`config.mk`:
```
export PLATFORM = sky130hd
export DESIGN_NAME = cam_fb_read_arb
export DESIGN_NICKNAME = d
export VERILOG_FILES = /design/src/rtl/cam_fb_read_arb.sv
export SDC_FILE = /design/constraint.sdc
export NUM_CORES = 1
export LEC_CHECK = 0
export CAP_MARGIN = 30
export CORE_MARGIN = 5
export CORE_UTILIZATION = 40
export DETAILED_ROUTE_END_ITERATION = 16
export PLACE_DENSITY = 0.79
export SETUP_SLACK_MARGIN = 0.1
export SYNTH_ARGS = -nofsm -noshare
export SYNTH_HDL_FRONTEND = slang
export SYNTH_SLANG_ARGS = --single-unit
```
`constraint.sdc`:
```
create_clock -name mem_clk -period 1.2 [get_ports mem_clk]
set_input_delay 0.24 -clock mem_clk [delete_from_list [all_inputs] [get_ports mem_clk]]
set_output_delay 0.24 -clock mem_clk [all_outputs]
set_load 0.01 [all_outputs]
```
`src/rtl/cam_fb_read_arb.sv`:
```
// Two-port read arbiter sharing the camera frame-buffer read port between display (priority) and proc.
// Define CAM_FB_ARB_STARVE_GUARD_EN to add the proc starvation counter and forced grant.
module cam_fb_read_arb #(
  parameter int MEM_LAT      = 1,
  parameter int STARVE_LIMIT = 8
) (
  input  logic        mem_clk,
  input  logic        rst,
  input  logic        disp_req,
  input  logic [31:0] disp_addr,
  output logic        disp_gnt,
  output logic        disp_valid,
  output logic [8:0]  disp_q,
  input  logic        proc_req,
  input  logic [31:0] proc_addr,
  output logic        proc_gnt,
  output logic        proc_valid,
  output logic [8:0]  proc_q,
  input  logic        proc_hold,
  output logic [31:0] fb_addr,
  input  logic [8:0]  fb_q
);

  typedef enum logic [1:0] {IDLE = 2'd0, DISP = 2'd1, PROC = 2'd2} gnt_st_t;

  gnt_st_t    st;
  logic       proc_ok;
  logic       force_proc;
  logic [1:0] head;

  generate
    if (MEM_LAT < 1 || MEM_LAT > 4) begin : g_bad_lat
      $error("cam_fb_read_arb: MEM_LAT must be 1..4");
    end
    if (STARVE_LIMIT < 1 || STARVE_LIMIT > 255) begin : g_bad_limit
      $error("cam_fb_read_arb: STARVE_LIMIT must be 1..255");
    end
  endgenerate

  assign proc_ok = rst & proc_req & ~proc_hold;

`ifdef CAM_FB_ARB_STARVE_GUARD_EN
  logic [7:0] starve_cnt;

  assign force_proc = proc_ok & (starve_cnt >= 8'(STARVE_LIMIT));

  always_ff @(posedge mem_clk or negedge rst) begin
    if (!rst)                                    starve_cnt <= '0;
    else if (proc_gnt || !proc_req || proc_hold) starve_cnt <= '0;
    else if (starve_cnt != 8'hff)                starve_cnt <= starve_cnt + 8'd1;
  end
`else
  assign force_proc = 1'b0;
`endif

  assign disp_gnt = rst & disp_req & ~force_proc;
  assign proc_gnt = proc_ok & (force_proc | ~disp_req);

  // st doubles as the first tag stage: it is the grant type seen by the memory this cycle
  always_ff @(posedge mem_clk or negedge rst) begin
    if (!rst) begin
      st      <= IDLE;
      fb_addr <= '0;
    end else if (disp_gnt) begin
      st      <= DISP;
      fb_addr <= disp_addr;
    end else if (proc_gnt) begin
      st      <= PROC;
      fb_addr <= proc_addr;
    end else begin
      st      <= IDLE;
    end
  end

  generate
    if (MEM_LAT == 1) begin : g_l1
      assign head = st;
    end else begin : g_ln
      logic [MEM_LAT-1:1][1:0] sh;
      always_ff @(posedge mem_clk or negedge rst) begin
        if (!rst) sh <= '0;
        else begin
          sh[1] <= st;
          for (int k = 2; k < MEM_LAT; k++) sh[k] <= sh[k-1];
        end
      end
      assign head = sh[MEM_LAT-1];
    end
  endgenerate

  // head tag marks the cycle fb_q carries that read's data
  always_ff @(posedge mem_clk or negedge rst) begin
    if (!rst) begin
      disp_valid <= 1'b0;
      proc_valid <= 1'b0;
      disp_q     <= '0;
      proc_q     <= '0;
    end else begin
      disp_valid <= (head == DISP);
      proc_valid <= (head == PROC);
      if (head == DISP) disp_q <= fb_q;
      if (head == PROC) proc_q <= fb_q;
    end
  end

endmodule

```
# [Word-level counts from Yosys, hierarchy flattened]
# Cells that the tools add are included.
[totals] input_bits=78 elab_cells=19 out_inout_bits=54 regBits=54
[classes] eq_ne=2 n_reduce_logical=1 n_bitwise=6 n_mux=4
[op_table] cell="two-way mux 32 bit" n=2
[op_table] cell="bitwise AND 1 bit" n=4
[op_table] cell="two-way mux 2 bit" n=2
[op_table] cell="== test 2 x 1 -> 1 bit (second input constant)" n=1
[op_table] cell="== test 2 bit (second input constant)" n=1
[op_table] cell="NOT 1 bit" n=2
[op_table] cell="nonzero test 2 bit" n=1

# [Depth between registers and ports, before layout]
[depth] ltp_word=5 ltp_mapped=4 ltp_nobuf=3

# [Worst setup path after synthesis]
# Ideal clock, no wire load.
[synth_path] path_type="input port to flip-flop" from="in proc_req" to="reg fb_addr[1]" arrival_ns=1.130 setup_time_ns=0.128 required_time_ns=1.072 setup_slack_ns=-0.058 stages=4 path_buffers=1 cell_sequence="nor2b_1 -> o21a_1 -> buf_4 -> mux2_1"
[synth_between] elab_chain_cells=4
[synth_lines] item="start, declared" line_no="14" source="input logic proc_req,"
[synth_lines] item="bitwise AND 1 bit (2 in a row)" line_no="40" source="assign proc_ok = rst & proc_req & ~proc_hold;"
[synth_lines] item="bitwise AND 1 bit" line_no="57" source="assign proc_gnt = proc_ok & (force_proc | ~disp_req);"
[synth_lines] item="nonzero test 2 bit (no line)"
[synth_lines] item="end signal, assigned" line_no="66" source="fb_addr <= disp_addr;"
[synth_lines] item="end signal, assigned" line_no="69" source="fb_addr <= proc_addr;"
[synth_lines] item="end, declared" line_no="20" source="output logic [31:0] fb_addr,"
# Every way passes these cells.
# A chain may end at the register's enable or synchronous reset.

# [Worst setup path in the final report]
[layout_path] from="reg st[1], in the netlist head[1]" to="reg disp_q[8]"
[layout_between] elab_chain_cells=1
[layout_lines] item="start, declared" line_no="26" source="gnt_st_t st;"
[layout_lines] item="start signal, assigned" line_no="62" source="st <= IDLE;"
[layout_lines] item="start signal, assigned" line_no="65" source="st <= DISP;"
[layout_lines] item="start signal, assigned" line_no="68" source="st <= PROC;"
[layout_lines] item="== test 2 x 1 -> 1 bit" line_no="101" source="if (head == DISP) disp_q <= fb_q;"
[layout_lines] item="end signal, assigned" line_no="101"
[layout_lines] item="end, declared" line_no="13" source="output logic [8:0] disp_q,"
# Every way passes these cells.

==> impl_metrics.env <==
export IMPL_outcome="complete, no violations"
export IMPL_die_x_um=90.99
export IMPL_required_ns=1.38
export IMPL_ioPinCount=132
export IMPL_numCtsBuffers=5
export IMPL_initial_core_util=0.4132
export IMPL_syn_num_nets=231
export IMPL_crit_path_start_kind="flip-flop"
export IMPL_grt_pass1_vias=1982
export IMPL_clkLatencyLatePin_ns=0.30
export IMPL_die_y_um=90.99
export IMPL_setup_worst_path_start="head[1]$_DFF_PN0_"
export IMPL_rsz0062_at_grt="true"
export IMPL_routed_wl_um=6579
export IMPL_root_buffer="clkbuf_8"
export IMPL_power_mw=5.244
export IMPL_cp_cell_sequence="nor2b_4, buf_6, mux2_4"
export IMPL_grt_overflow_total=0
export IMPL_fin_worst_skew_ns=0.007834
export IMPL_crit_arrival_ns=1.31
export IMPL_crit_path_max_fanout=5
export IMPL_core_um2=6350
export IMPL_grt_first_pass_wirelength_um=10060
export IMPL_ys_seq_area_frac=0.5150
export IMPL_final_min_clock_period_ns=1.131
export IMPL_ant_nets=0
export IMPL_final_nets=404
export IMPL_globalplace_congestion=0.7424
export IMPL_p_leak_nw=2.147
export IMPL_worst_ir_drop_vdd_uv=650.7
export IMPL_layout_area_seq_um2=1351
export IMPL_r2r_start="head[1]$_DFF_PN0_"
export IMPL_fmax_mhz=883.9
export IMPL_max_slew_margin=0.5413
export IMPL_critPathTopFamily="flip-flops"
export IMPL_cts_hold_buf=0
export IMPL_syn_instance_count=153
export IMPL_num_rows=29
export IMPL_crit_buf_inv=1
export IMPL_antenna_found_initial=0
export IMPL_worstMarginPinSlew_ns=0.6880
export IMPL_design_area_um2=4349
export IMPL_syn_area_um2=2624
export IMPL_power_density_nw_per_um2=1206
export IMPL_drt_iter0_drc=37
export IMPL_port_buffers=131
export IMPL_grt_max_degree=55
export IMPL_area_growth_pct=65.76
export IMPL_ys_warn_count=0
export IMPL_cpMaxStageDelayCell="dfrtp_1"
export IMPL_drt_vias_per_instance=4.616
export IMPL_htreeDepth=2
export IMPL_hp_class="input pin to async pin"
export IMPL_path_clk_slew_ns=0.10
export IMPL_clock_path_buffers=2
export IMPL_dieArea_um2=8279
export IMPL_hold_viol_final=0
export IMPL_n_antenna_cell=0
export IMPL_synth_seq_cells=54
export IMPL_setup_worst_path_end_class="flip-flop"
export IMPL_dpl_cell_area_um2=4160
export IMPL_cts_tree="yes"
export IMPL_drc=0
export IMPL_placedCellCount=371
export IMPL_drive_above_1_share=0.5963
export IMPL_wl_per_cell_um=16.28
export IMPL_crit_type="flip-flop to flip-flop"
export IMPL_tns_ns=0
export IMPL_setup_violations=0
export IMPL_first_pass_iters=4
export IMPL_fill_cells=467
export IMPL_cpPeakStageDelay_ns=0.42
export IMPL_instances_no_fill=404
export IMPL_num_vias=1865
export IMPL_maxCapViolCount=0
export IMPL_grtUsageTotal=0.1501
export IMPL_dpl_hpwl_um=4820
export IMPL_finalCritPeriodShare=0.9428
export IMPL_multiInputGateArea_um2=1267
export IMPL_cts_sinks=54
export IMPL_synth_cell_types=13
export IMPL_synth_area_per_cell_um2=17.15
export IMPL_slew_viol_final=0
worst paths after layout:
check | end | slack (ns) | cells past startpoint
worst max-delay path | disp_q[8]$_DFFE_PN0P_ | 0.07 | 3
worst min-delay path | fb_addr[24]$_DFFE_PN0P_ | 0.28 | 3
worst max register to register | disp_q[8]$_DFFE_PN0P_ | 0.07 | 3
worst min register to register | proc_q[2]$_DFFE_PN0P_ | 0.51 | 1
max in group asynchronous | proc_q[4]$_DFFE_PN0P_ | 0.46 | 3
min in group mem_clk | head[1]$_DFF_PN0_ | 0.34 | 2
cell usage in the layout, fill, tap and decap left out, drive strengths merged:
cell type / synthesis / layout
clkdlybuf4s15: 0 / 1
nand2: 1 / 1
inv: 2 / 2
clkbuf: 0 / 8
dfrtp: 54 / 54
buf: 8 / 99
nand2b: 1 / 1
clkdlybuf4s50: 0 / 73
nor2b: 2 / 2
mux2: 82 / 82
and3b: 2 / 2
o21a: 1 / 1
clkinv: 0 / 1
metrics by stage:
stage / setup slack [ns] / util / hold WS [ns]
final: 0.06869 / 0.6849 / 0.2755
after global routing: 0.01878 / 0.6849 / 0.3296
after CTS: 0.04633 / 0.6479 / 0.2961
after detailed placement: -0.6560 / 0.6552 / 0.4916
after global placement: -0.6388 / 0.6552 / 0.4866
after floorplan: 0.05038 / - / -0.05559
state kept, by name, summed over array words and instances (netlist names):
name	cells
disp_q	9
fb_addr	32
proc_q	9
head	2
proc_valid	1
disp_valid	1
cell usage after synthesis (all sizes together):
master / n / area [um2]
mux2: 82 / 1141
inv: 2 / 7.510
dfrtp: 54 / 1351
nor2b: 2 / 12.51
buf: 8 / 66.31
nand2b: 1 / 6.260
nand2: 1 / 11.26
and3b: 2 / 20.02
o21a: 1 / 7.510
report_power, final:
part	switching, mW	internal, mW	leakage, nW
Combinational	0.625	1.26	1.46
Clock	0.577	0.467	0.0482
Sequential	0.185	2.13	0.639
Total	1.39	3.86	2.15
cells by family (layout without fill, tap and decap cells):
logic type	after synthesis	in the layout	share of synthesized area
AOI/OAI and AO/OA	1	1	0.002862
buffers and inverters	10	184	0.02814
DFF	54	54	0.5150
muxes	82	82	0.4349
and+or+nand+nor	6	6	0.01908
worst min-delay path: stages:
cell	delay, ns
buf_2	0.16
buf_4	0.13
buf_4	0.54
area by class of cell:
cell class | instances | area share
clock buffers | 7 | 0.01985
clock inverters | 1 | 0.001151
inverters | 2 | 0.001726
multi-input cells | 89 | 0.2914
flip-flops and latches | 54 | 0.3107
well taps | 77 | 0.02215
repair buffers | 174 | 0.3530
metal layers:
metal / track usage / share of wire
met3: 0.05785 / 0.091
met2: 0.2458 / 0.50
met1: 0.1870 / 0.40
met5: 0 / 0
met4: 0.03667 / 0.0076
timing repair:
action	CTS	global route
endpoints found under the setup margin	95	72
pin swaps	1	0
resized for setup	231	38
buffers inserted	13	10
cloned	1	1
endpoints found under the hold margin	0	0
Note: power is estimated with default switching activity, not from simulation.
